## config.mk

```make
export PLATFORM = sky130hd
export DESIGN_NAME = des_key_schedule
export DESIGN_NICKNAME = d
export VERILOG_FILES = /design/src/rtl/des_pkg.sv /design/src/rtl/des_pc2.sv /design/src/rtl/des_key_schedule.sv
export SDC_FILE = /design/constraint.sdc
export NUM_CORES = 1
export LEC_CHECK = 0
export ABC_AREA = 1
export BUFFER_PORTS_ARGS = -buffer_cell sky130_fd_sc_hd__buf_2
export CORE_UTILIZATION = 52
export CTS_BUF_LIST = sky130_fd_sc_hd__clkbuf_16
export DETAILED_ROUTE_END_ITERATION = 10
export GPL_ROUTABILITY_DRIVEN = 0
export PLACE_DENSITY = 0.83
export RECOVER_POWER = 25
export SLEW_MARGIN = 20
export SYNTH_ARGS = -nofsm -noshare
export SYNTH_HDL_FRONTEND = slang
export SYNTH_SLANG_ARGS = --single-unit
```

## constraint.sdc

```tcl
create_clock -name clk -period 2.5 [get_ports clk]
set_clock_uncertainty 0.2 [all_clocks]
set_input_delay 0.5 -clock clk [delete_from_list [all_inputs] [get_ports clk]]
set_output_delay 0.5 -clock clk [all_outputs]
set_load 0.005 [all_outputs]
```

## src/rtl/des_pkg.sv

```systemverilog
// -----------------------------------------------------------------------------
// des_pkg
// Shared DES constants and helpers for the key schedule, round function and
// IP/FP blocks.
//   - Width constants for the key, the C/D register and the round subkey.
//   - PC-1 (64->56) and PC-2 (56->48) selection tables.
//   - Per-round left-shift amounts SHIFTS[1:16].
//   - rot_cd(): rotates the C and D halves of a C/D word independently.
// All tables use FIPS 46 numbering, where bit 1 is the MSB. A FIPS bit n of a
// vector declared [W:1] therefore lives at index W+1-n.
// -----------------------------------------------------------------------------
package des_pkg;

  localparam int KEY_W    = 64;
  localparam int CD_W     = 56;
  localparam int HALF_W   = 28;
  localparam int SUBKEY_W = 48;

  // Key schedule controller states
  typedef enum logic {
    IDLE = 1'b0,
    RUN  = 1'b1
  } ks_state_t;

  // PC-1: entry i is the key bit that becomes bit i of C0||D0
  localparam int PC1 [1:56] = '{
    57, 49, 41, 33, 25, 17,  9,
     1, 58, 50, 42, 34, 26, 18,
    10,  2, 59, 51, 43, 35, 27,
    19, 11,  3, 60, 52, 44, 36,
    63, 55, 47, 39, 31, 23, 15,
     7, 62, 54, 46, 38, 30, 22,
    14,  6, 61, 53, 45, 37, 29,
    21, 13,  5, 28, 20, 12,  4
  };

  // PC-2: entry j is the C||D bit that becomes bit j of the subkey
  localparam int PC2 [1:48] = '{
    14, 17, 11, 24,  1,  5,
     3, 28, 15,  6, 21, 10,
    23, 19, 12,  4, 26,  8,
    16,  7, 27, 20, 13,  2,
    41, 52, 31, 37, 47, 55,
    30, 40, 51, 45, 33, 48,
    44, 49, 39, 56, 34, 53,
    46, 42, 50, 36, 29, 32
  };

  // Left-rotation amount applied before each round's PC-2
  localparam int SHIFTS [1:16] = '{1, 1, 2, 2, 2, 2, 2, 2, 1, 2, 2, 2, 2, 2, 2, 1};

  // Rotate C (bits 56:29) and D (bits 28:1) independently by one or two
  // places. "Left" moves bits toward FIPS bit 1, i.e. toward the MSB.
  function automatic logic [CD_W:1] rot_cd(input logic [CD_W:1] cd,
                                           input logic          right,
                                           input logic          two);
    logic [HALF_W:1] c;
    logic [HALF_W:1] d;
    c = cd[CD_W:HALF_W+1];
    d = cd[HALF_W:1];
    if (!right && !two) begin
      c = {c[HALF_W-1:1], c[HALF_W]};
      d = {d[HALF_W-1:1], d[HALF_W]};
    end else if (!right && two) begin
      c = {c[HALF_W-2:1], c[HALF_W:HALF_W-1]};
      d = {d[HALF_W-2:1], d[HALF_W:HALF_W-1]};
    end else if (right && !two) begin
      c = {c[1], c[HALF_W:2]};
      d = {d[1], d[HALF_W:2]};
    end else begin
      c = {c[2:1], c[HALF_W:3]};
      d = {d[2:1], d[HALF_W:3]};
    end
    return {c, d};
  endfunction

endpackage

```

## src/rtl/des_pc2.sv

```systemverilog
// -----------------------------------------------------------------------------
// des_pc2
// Combinational DES Permuted Choice 2: selects 48 of the 56 C||D bits to form
// a round subkey. Pure wiring; usable both by the iterative key schedule and
// by an unrolled pipeline.
// Ports:
//   cd     in  [56:1]  C||D register, FIPS numbering (bit 1 = MSB)
//   subkey out [48:1]  round subkey, FIPS numbering (bit 1 = MSB)
// -----------------------------------------------------------------------------
module des_pc2
  import des_pkg::*;
(
  input  logic [CD_W:1]     cd,
  output logic [SUBKEY_W:1] subkey
);

  // FIPS bit j of the subkey is FIPS bit PC2[j] of C||D
  for (genvar j = 1; j <= SUBKEY_W; j++) begin : g_pc2
    assign subkey[SUBKEY_W+1-j] = cd[CD_W+1-PC2[j]];
  end

endmodule

```

## src/rtl/des_key_schedule.sv

```systemverilog
// -----------------------------------------------------------------------------
// des_key_schedule
// Iterative DES key schedule. A key is loaded through PC-1 into a 56-bit C/D
// register; each accepted subkey then rotates C and D by the round's shift
// amount, and PC-2 of the register is presented as the next subkey.
// Encrypt mode streams K1..K16, decrypt mode streams K16..K1 by starting from
// the unrotated C0D0 (equal to C16D16) and rotating right.
// Ports:
//   clk      in         rising-edge clock
//   rst_n    in         asynchronous active-low reset
//   start    in         load key and begin; honoured only while idle
//   key      in  [64:1] DES key, FIPS numbering; parity bits ignored
//   decrypt  in         sampled with start: 0 = K1..K16, 1 = K16..K1
//   busy     out        schedule in progress
//   k_valid  out        k_out holds a valid subkey
//   k_ready  in         consumer accepts the subkey
//   k_out    out [48:1] current subkey, FIPS numbering
//   k_round  out [4:1]  round number of k_out (16 encoded as 0)
//   done     out        one-cycle pulse after the last subkey is accepted
// -----------------------------------------------------------------------------
module des_key_schedule
  import des_pkg::*;
#(
  parameter int NUM_ROUNDS = 16
) (
  input  logic                clk,
  input  logic                rst_n,
  input  logic                start,
  input  logic [KEY_W:1]      key,
  input  logic                decrypt,
  output logic                busy,
  output logic                k_valid,
  input  logic                k_ready,
  output logic [SUBKEY_W:1]   k_out,
  output logic [4:1]          k_round,
  output logic                done
);

  localparam logic [3:0] LAST_CNT = 4'(NUM_ROUNDS - 1);

  ks_state_t       state;
  ks_state_t       state_next;
  logic [CD_W:1]   cd;
  logic [CD_W:1]   cd_next;
  logic [CD_W:1]   pc1_key;
  logic [3:0]      cnt;
  logic [3:0]      cnt_next;
  logic            mode;
  logic            mode_next;
  logic            done_next;
  logic [15:0]     shift_two;
  logic [3:0]      shift_idx;
  logic            two;
  logic            unused_parity;

  // PC-1 applied directly to the key port; only sampled on a load
  for (genvar i = 1; i <= CD_W; i++) begin : g_pc1
    assign pc1_key[CD_W+1-i] = key[KEY_W+1-PC1[i]];
  end

  // The eight parity bits never reach PC-1
  assign unused_parity = ^{key[57], key[49], key[41], key[33],
                           key[25], key[17], key[9],  key[1]};

  // Bit r-1 is set when round r rotates by two places
  for (genvar r = 1; r <= 16; r++) begin : g_shift
    assign shift_two[r-1] = (SHIFTS[r] == 2);
  end

  // Rotation needed to move from the current subkey to the next one.
  // Encrypt goes from round cnt+1 to cnt+2 and uses that round's shift;
  // decrypt undoes the shift of round 16-cnt, the one just presented.
  assign shift_idx = mode ? (4'd15 - cnt) : (cnt + 4'd1);
  assign two       = shift_two[shift_idx];

  // Next-state and datapath update. With k_valid high throughout RUN, a
  // transfer is simply k_ready while running.
  always_comb begin
    state_next = state;
    cd_next    = cd;
    cnt_next   = cnt;
    mode_next  = mode;
    done_next  = 1'b0;
    case (state)
      IDLE: begin
        if (start) begin
          mode_next  = decrypt;
          cd_next    = decrypt ? pc1_key : rot_cd(pc1_key, 1'b0, shift_two[0]);
          cnt_next   = 4'd0;
          state_next = RUN;
        end
      end
      RUN: begin
        if (k_ready) begin
          if (cnt == LAST_CNT) begin
            // Scrub the key material once the stream is finished
            cd_next    = '0;
            cnt_next   = 4'd0;
            done_next  = 1'b1;
            state_next = IDLE;
          end else begin
            cd_next  = rot_cd(cd, mode, two);
            cnt_next = cnt + 4'd1;
          end
        end
      end
      default: begin
        state_next = IDLE;
      end
    endcase
  end

  // State and datapath registers
  always_ff @(posedge clk or negedge rst_n) begin
    if (!rst_n) begin
      state <= IDLE;
      cd    <= '0;
      cnt   <= 4'd0;
      mode  <= 1'b0;
      done  <= 1'b0;
    end else begin
      state <= state_next;
      cd    <= cd_next;
      cnt   <= cnt_next;
      mode  <= mode_next;
      done  <= done_next;
    end
  end

  assign busy    = (state == RUN);
  assign k_valid = (state == RUN);

  // Round 16 truncates to 0 in the 4-bit field in both orders
  assign k_round = (state == RUN) ? (mode ? (4'd0 - cnt) : (cnt + 4'd1)) : 4'd0;

  des_pc2 u_pc2 (
    .cd     (cd),
    .subkey (k_out)
  );

endmodule

```

# --- Word-level counts from Yosys, hierarchy flattened ---
# Memory sizes are Yosys's and may differ from the RTL's.
# Cells that the tools add are included.
totals:
  ff_bits: 63
  rom_bits: 16
  inputBits: 69
  output_inout_bits: 55
  mem_count: 1
classes:
  addsub: 3
  order_cmp: 1
  eq_ne: 3
  mux: 26
  bitwise: 1
  reduce_logical: 7
mem_list:
  columns: ["name", "words", "word_bits", "read_ports", "rd_clocked_by_memory_dff", "write_ports", "line_no", "source"]
  rows:
  - ["(no name shown)", 16, 1, 1, 0, 0, "des_key_schedule.sv:74", "assign two = shift_two[shift_idx];"]
ops:
  columns: ["operator", "count"]
  rows:
  - ["56-bit two-way mux", 4]
  - ["28-bit two-way mux", 6]
  - ["56-bit case mux with 2 select lines", 1]
  - ["4-bit two-way mux", 6]
  - ["4-bit case mux with 2 select lines", 1]
  - ["1-bit two-way mux", 7]
  - ["4-bit by 5-bit less-than comparator with 1-bit output, second input constant", 1]
  - ["4-bit by 1-bit adder with 4-bit output, second input constant", 1]
  - ["4-bit == test, second input constant", 1]
  - ["2-bit != test, second input constant", 2]
  - ["2-bit AND reduction", 2]
  - ["1-bit by 4-bit subtractor with 4-bit output, first input constant", 1]
  - ["4-bit subtractor, first input constant", 1]
  - ["1-bit logical AND", 3]
  - ["1-bit logical NOT", 2]
  - ["1-bit case mux with 2 select lines", 1]
  - ["1-bit NOT", 1]

# --- Longest topological paths before layout ---
# Gate-level depths: netlist of run 1.
logic_depth:
  ltp_word: 12
  ltp_mapped: 19
  depth_no_buf: 17

# --- Hierarchy ---
# A second synthesis of run 1 with hierarchy kept.
unflattened:
  cells_unflattened: 1104
  area_unflattened_um2: 6387.4
modules_own_cells:
  columns: ["module", "n_inst", "cells_per_inst", "area_per_inst_um2", "seq_area_each_um2"]
  rows:
  - ["des_key_schedule", 1, 1056, 6027.0, 1576.5]
  - ["des_pc2", 1, 48, 360.3, 0.0]

# --- Worst setup path after synthesis of run 1 ---
# OpenSTA, ideal clock, no wires.
synth_timing:
  kind: "register -> register"
  from: "reg mode"
  to: "reg cd[10] in the netlist's numbering"
  setup_time_ns: 0.118
  arrival_ns: 2.348
  t_required_ns: 2.182
  setup_slack_ns: -0.166
  stages_incl_launch_ff: 19
  n_path_buf: 5
  cell_sequence: "dfrtp_1 buf_4 inv_4 clkbuf_1 clkbuf_1 ha_1 inv_1 nand2_1 nand3_1 nand3_1 nand2_2 nand2_4 nand3_2 buf_6 buf_6 o21ai_1 inv_1 a21oi_1 nor2_1"
synth_via:
  elab_chain_cells: 11
  elab_cells_between_ends: 14
  classes_between: "8 x mux; 5 x reduce/logical; 1 x memory"
synth_rtl:
  columns: ["element", "line_no", "source"]
  rows:
  - ["from (decl)", "des_key_schedule.sv:48", "logic mode;"]
  - ["from (signal assigned)", "des_key_schedule.sv:125", "mode <= mode_next;"]
  - ["4-bit two-way mux", "des_key_schedule.sv:73", "assign shift_idx = mode ? (4'd15 - cnt) : (cnt + 4'd1);"]
  - ["memory 16 x 1 bit", null, null]
  - ["1-bit two-way mux (implied by the code)", "des_key_schedule.sv:74", null]
  - ["1-bit logical NOT", "des_pkg.sv:61, des_pkg.sv:67", null]
  - ["1-bit logical AND", "des_pkg.sv:67", "end else if (right && !two) begin"]
  - ["28-bit two-way mux", "des_pkg.sv:67", null]
  - ["28-bit two-way mux", "des_pkg.sv:64", "end else if (!right && two) begin"]
  - ["28-bit two-way mux *", "des_pkg.sv:61", "if (!right && !two) begin"]
  - ["56-bit two-way mux *", "des_key_schedule.sv:95", "if (cnt == LAST_CNT) begin"]
  - ["56-bit two-way mux *", "des_key_schedule.sv:94", "if (k_ready) begin"]
  - ["56-bit case mux with 2 select lines *", "des_key_schedule.sv:84", "case (state)"]
  - ["to (signal assigned)", "des_key_schedule.sv:123", "cd <= cd_next;"]
  - ["to (decl)", "des_key_schedule.sv:43", "logic [CD_W:1] cd;"]
# Mark *: on every way between the ends. The rest lies on a longest branch, timed or not. The select of a mux whose other input is x is not followed.
# A chain may end at the register's enable or synchronous reset.

# --- Worst setup path in the final report of run 1 ---
layout_timing:
  from: "reg cnt[0]"
  to: "reg cd[1] in the netlist's numbering"
layout_via:
  elab_chain_cells: 12
  elab_cells_between_ends: 16
  classes_between: "2 x add/sub; 1 x eq/ne; 8 x mux; 4 x reduce/logical; 1 x memory"
layout_rtl:
  columns: ["element", "line_no", "source"]
  rows:
  - ["from (decl)", "des_key_schedule.sv:46", "logic [3:0] cnt;"]
  - ["from (signal assigned)", "des_key_schedule.sv:124", "cnt <= cnt_next;"]
  - ["4-bit by 1-bit adder with 4-bit output or 4-bit subtractor (tied branches)", "des_key_schedule.sv:73", null]
  - ["4-bit two-way mux", "des_key_schedule.sv:73", null]
  - ["memory 16 x 1 bit", null, null]
  - ["1-bit two-way mux (implied by the code)", "des_key_schedule.sv:74", null]
  - ["1-bit logical NOT", "des_pkg.sv:61, des_pkg.sv:67", null]
  - ["1-bit logical AND", "des_pkg.sv:67", null]
  - ["28-bit two-way mux", "des_pkg.sv:67", null]
  - ["28-bit two-way mux", "des_pkg.sv:64", null]
  - ["28-bit two-way mux", "des_pkg.sv:61", null]
  - ["56-bit two-way mux *", "des_key_schedule.sv:95", null]
  - ["56-bit two-way mux *", "des_key_schedule.sv:94", null]
  - ["56-bit case mux with 2 select lines *", "des_key_schedule.sv:84", null]
# Marks and branches as above.

==> run metrics, run 1 <==
Die X between 100 and 150 µm; Crit. End Element register; FP Rows 40; Critical Path Start Type register; placeable core region 12000 µm²; maximum clock frequency approximately 0.41 GHz; via count of the routed design approximately 7.1k; post-synthesis compound-gate area fraction 21.7%; CTS Sinks 63; TritonCTS clock tree built; setup TNS 0 ns; Period minus WS final roughly 2.4 ns; Post-DP HPWL approximately 11000 µm; Synth cell types 26; clock-pin slew of the registers on the worst-case setup and hold paths 0.06 ns; CP Data Required Time 2.51 ns; worst-path fanout max 27; Die Ht 113 µm; FF+latch count, synth 63; share of cells above drive strength 1 about 17%; grt ovf 0; leak pwr about 3.7 nW; final worst slack between 0.08 and 0.09 ns; class of the worst hold path in -> reg; unrepaired setup endpoints after global routing true; Final Max Tran Viols 64; H-Tree Depth 3; Initial DRC Count 795; syn_area_per_cell 5.78 µm²; Synth Area in Simple Gates between 30% and 40%; Hold Vio Cnt, Final 0; top cells by area, synth dfrtp_1, o21ai_0, nand2_1; Max VDD drop 954 µV; Post-Synthesis Net Count approximately 1.2k; Mapped Area about 6400 µm²; Synth Area in XOR/XNOR 0%; Yosys top cell area share between 20% and 30%; Port Buffers between 100 and 150; mux contribution to synthesized area 0%; antenna-violating nets left 0; Ports 124; Worst slew margin -8.95%; cts bufs inserted 9; vias per std cell around 5.5; first-pass GRT wire length between 20000 and 30000 µm; setup violators final 0; clock root buffer clkbuf_16; data arrival time of the critical path about 2.4 ns; met1 usage between 30% and 40%; Synth warnings 0; WL final between 15000 and 20000 µm; Setup WS pre-CTS about 0.013 ns; Avg WL per Cell approximately 14 µm; Area growth syn-to-layout 12.8%; met3 Usage GRT under 10%; hold_buf cts 0; Worst-Margin Slew between 1.5 and 2 ns; first-pass iteration count of the detailed router 7; vias in the first global route approximately 6.1k; Period Utilization, post-route 96.5%; Clock Path Buffers 2; Die ar. 12700 µm²; pwr dens ~1600 nW/µm²; Synth Instances between 1k and 1.5k; Max-Cap Viols 1; Crit Path Class reg -> reg; Seq/Total Area, Yosys about a quarter; nets@finish around 1.2k; largest family of logic cells by synthesized area simple AND/OR/NAND/NOR gates; GRT Max-Usage Layer met2; status finished with violations; M2 GR Usage between 40% and 50%; Worst-Skew Late Latency roughly 0.33 ns; detailed-route DRC error count 0; post-synth top area cell dfrtp_1; Global Route Usage Sum 27.3%; Initial Util 53.3%; Min Hold Slack about 0.23 ns; antenna violations before repair 1; post-synthesis adder-cell area fraction less than 1%; failing checks max-capacitance violations, max-slew violations; FILL cells 1144; largest net degree at the start of global routing 64
[registers in the layout (all words and copies together), names as in the netlist]
| signal | count |
|---|---|
| cnt | 4 |
| busy | 1 |
| mode | 1 |
| cd | 56 |
| done | 1 |
[final timing paths]
path                            depth (start not counted)  slack, ns                  to               start
max in group asynchronous                               2       0.54    mode$_DFFE_PN0P_               rst_n
worst max-delay path                                   15       0.09   cd[1]$_DFFE_PN0P_  cnt[0]$_DFFE_PN0P_
min in group asynchronous                               2       0.48  cd[49]$_DFFE_PN0P_               rst_n
worst min register to register                          2       0.38  cd[35]$_DFFE_PN0P_  cd[35]$_DFFE_PN0P_
worst max register to register                         15       0.09   cd[1]$_DFFE_PN0P_  cnt[0]$_DFFE_PN0P_
worst min-delay path                                    3       0.23      busy$_DFF_PN0_               start
[final cells by class]
class	count	area, µm²	area share, %
clock buffer	9	225	3.13
timing repair buffer	150	1020	14.2
sequential	63	1580	21.9
antenna	1	2.50	0.0348
tap	147	184	2.56
clock inverter	7	63.8	0.886
inverter	176	663	9.21
multi-input combinational	737	3460	48.1
[cells in the mapped netlist]
master    number
nand2_1      201
o21ai_0      196
inv_1        171
nor2_1       133
nand3_1       65
dfrtp_1       63
a21oi_1       56
buf_4         53
clkbuf_1      52
nand4_1       44
o21ai_1       21
buf_2          8
buf_1          6
buf_6          6
ha_1           4
inv_2          4
nand2_2        4
clkbuf_2       3
nand2_4        3
a31oi_1        2
nand3_2        2
nand3b_1       2
or2_2          2
inv_4          1
nor3_1         1
o22ai_1        1
[timing repair]
item | CTS | global route
pin swaps | 0 | 2
resized for setup | 1 | 21
setup endpoints to repair | 1 | 56
buffers inserted | 0 | 7
cloned | 0 | 3
[power breakdown]
part	switching [W]	internal [W]	total, W
logic	0.00490	0.00308	0.00798
clock network	0.000483	0.000763	0.00125
registers	0.000603	0.00147	0.00207
total	0.00598	0.00532	0.0113
[layer usage]
metal | share of wire [%] | wire [µm]
met2 | 46 | 8110
met1 | 45 | 8000
met3 | 7.4 | 1320
met5 | 0 | 0
met4 | 1.9 | 344
[placed cells by master, fill, tap and decap left out, drive strengths merged, types with 2 or more instances in the layout]
| master | count |
|---|---|
| or2 | 2 |
| nand2 | 208 |
| nand4 | 44 |
| clkinvlp | 2 |
| clkbuf | 13 |
| buf | 146 |
| o21ai | 217 |
| inv | 175 |
| nand3 | 67 |
| a21oi | 56 |
| nor2 | 133 |
| clkinv | 5 |
| nand3b | 2 |
| ha | 4 |
| dfrtp | 63 |
| a31oi | 2 |
[worst max-delay path, cell delays in order, from the launching register on]
cell	delay, ns
dfrtp_1	0.39
inv_2	0.08
ha_1	0.31
inv_1	0.06
nand2_1	0.06
nand2_1	0.07
nand3_1	0.07
nand2_1	0.08
nand2_2	0.08
nand2_8	0.14
nand3_4	0.14
buf_6	0.23
o21ai_0	0.20
inv_1	0.07
nand2_1	0.07
a21oi_1	0.05
[per-stage QoR]
stage          total power, W  std cells  utilization, %  cell area [µm²]
2_1_floorplan         0.00770       1104               -             6380
3_3_place_gp          0.00901       1263            56.0             6700
3_5_place_dp          0.00917       1263            56.0             6700
4_1_cts                0.0105       1279            58.4             6990
5_1_grt                0.0123       1290            60.2             7200
6_report               0.0113       1290            60.2             7200
[logic make-up (layout without fill, tap and decap cells)]
group,count (synthesis),in the layout
adder cells (fa/ha/maj),4,4
AO/OA/AOI/OAI,276,276
flip-flops,63,63
buffers and inverters,304,342
AND/OR/NAND/NOR,457,457
other,0,1
(Power assumes the default switching activity.)
==> run 2, diff against run 1 <==
Settings changed: CTS_BUF_LIST sky130_fd_sc_hd__clkbuf_16 to unset.
==> run metrics, run 2 (synthesis gave the netlist of run 1 again) <==
TritonCTS clock tree built; data arrival time of the critical path approximately 2.6 ns; Crit Path Class reg -> reg; Ports around 120; Initial DRC Count 942; setup violators final 1; Sw Ratio a little over half; Post-DP HPWL 11200 µm; nets@finish about 1.2k; CP Data Required Time 2.52 ns; Period Utilization, post-route 102%; cts bufs inserted 9; Combinational Power Share approximately 73%; antenna-violating nets left 0; first-pass GRT wire length between 20000 and 30000 µm; commonest non-fill, non-tap cell in the layout nand2_1; Worst slew margin -8.14%; Die ar. 12700 µm²; Final Non-Filler Cells 1300; Largest register FFs 56; Worst-Skew Late Latency roughly 0.33 ns; final worst slack -0.0434 ns; pwr dens 1680 nW/µm²; maximum clock frequency slightly below 0.4 GHz; worst-path fanout max 6; FP Rows 40; Avg WL per Cell ~15 µm; Max-Cap Viols 1; clock-pin slew of the registers on the worst-case setup and hold paths 0.06 ns; first-pass iteration count of the detailed router 9; CTS Sinks 63; PnR Total Power between 0.01 and 0.015 W; status finished with violations; Internal Dissipation around 0.006 W; grt ovf 0; vias in the first global route 6048; share of cells above drive strength 1 approximately 18%; Max VDD drop approximately 870 µV; Die Ht approximately 110 µm; slowest CP cell dfrtp_2; CP peak stage delay ~0.44 ns; vias per std cell between 5 and 6; Critical Path Start Type register; Worst-Margin Slew 1.62 ns; Clock Path Buffers 2; failing checks max-capacitance violations, max-slew violations, negative setup slack; class of the worst hold path in -> reg; Top reg by flops cd; clock network power share between 10% and 20%; Top Registers cd (56), cnt (4); detailed-route DRC error count 0; largest net degree at the start of global routing 64; Die X between 100 and 150 µm; leak pwr 3.84 nW; unrepaired setup endpoints after global routing true; antenna violations before repair 1; Hold Vio Cnt, Final 0; Area growth syn-to-layout 16.7%; sw power 0.00656 W; Final Max Tran Viols 64; Global Route Usage Sum 27.2%; Port Buffers approximately 120; Sequential Power Share ~17%; Crit. End Element register; H-Tree Depth 3; commonest cells after routing, fill and taps aside nand2_1, o21ai_0, inv_1; Period minus WS final 2.54 ns; WL final around 19000 µm; via count of the routed design 7292; crit-path cells ha_1 > inv_1 > nand2_1 > nand2_1 > nand2_2 > nand2_1 > nand2_2 > nand2_8 > nand3_4 > buf_6 > o21ai_0 > inv_1 > nand2_1 > a21oi_1; clock root buffer clkbuf_16; placeable core region 12000 µm²; Initial Util 53.3%; CP most frequent cell nand2_1; Cells after DPL around 1.3k; hold_buf cts 0
run 2: cell count changes in the layout (fill, tap and decap cells not counted), moves of 2 or more:
cell and change:
buf_8 +2, o21ai_0 -5, buf_6 -3, clkbuf_16 +5
nand2_8 +2, buf_4 +2, o21ai_1 +4, nand2_1 -2
nand2_2 +2
run 2: repair_timing:
action / in CTS / in global routing
endpoints found under the setup margin: 1 / 56
gates cloned: 0 / 11
pin swaps: 0 / 3
setup buffers: 0 / 9
gates resized for setup: 1 / 41
run 2: power groups by stage:
stage | Clock, W | Sequential [W] | Combinational, W
6_report | 0.00128 | 0.00209 | 0.00917
5_1_grt | 0.00133 | 0.00215 | 0.00998
4_1_cts | 0.00128 | 0.00205 | 0.00717
3_5_place_dp | 0 | 0.00207 | 0.00711
3_3_place_gp | 0 | 0.00206 | 0.00695
2_1_floorplan | 0 | 0.00185 | 0.00586
run 2: layout make-up:
type | count | area (µm²)
fillers | 1069 | 4520
inverters | 176 | 668
clock inverters | 6 | 60.1
diodes | 1 | 2.50
clock buffers | 10 | 239
multi-input cells | 739 | 3530
flip-flops and latches | 63 | 1580
repair buffers | 158 | 1180
well taps | 147 | 184
run 2: final timing paths:
| check | cells after the start | startpoint | slack (ns) | to |
|---|---|---|---|---|
| max | 14 | cnt[1]$_DFFE_PN0P_ | -0.04 | cd[15]$_DFFE_PN0P_ |
| min | 3 | start | 0.24 | busy$_DFF_PN0_ |
| max reg2reg | 14 | cnt[1]$_DFFE_PN0P_ | -0.04 | cd[15]$_DFFE_PN0P_ |
| min reg2reg | 2 | cd[35]$_DFFE_PN0P_ | 0.38 | cd[35]$_DFFE_PN0P_ |
| max in group asynchronous | 2 | rst_n | 0.55 | mode$_DFFE_PN0P_ |
| min in group asynchronous | 2 | rst_n | 0.48 | cd[49]$_DFFE_PN0P_ |
run 2: metal layers:
| metal | share of wire, % | global-route usage, % |
|---|---|---|
| met4 | 3.0 | 9.16 |
| met1 | 43 | 38.5 |
| met5 | 0 | 0 |
| met2 | 45 | 43.2 |
| met3 | 9.2 | 3.32 |
run 2: critical path: cells and delay by family (launching register included):
family                   cells  cell delay, ns
AND/OR/NAND/NOR              8            0.88
adder cells (fa/ha/maj)      1            0.20
AO/OA/AOI/OAI                2            0.35
flip-flops                   1            0.44
buffers and inverters        3            0.34
run 2: through the flow:
| step | util, % | setup slack [ns] | area, µm² | setup TNS (ns) | hold WS (ns) |
|---|---|---|---|---|---|
| 2_1_floorplan | - | 0.0153 | 6380 | 0 | 0.00441 |
| 3_3_place_gp | 56.0 | 0.0897 | 6700 | 0 | 0.348 |
| 3_5_place_dp | 56.0 | 0.0128 | 6700 | 0 | 0.349 |
| 4_1_cts | 58.5 | 0.0186 | 7000 | 0 | 0.00233 |
| 5_1_grt | 62.2 | -0.0971 | 7440 | -0.654 | 0.242 |
| 6_report | 62.2 | -0.0434 | 7440 | -0.0434 | 0.238 |
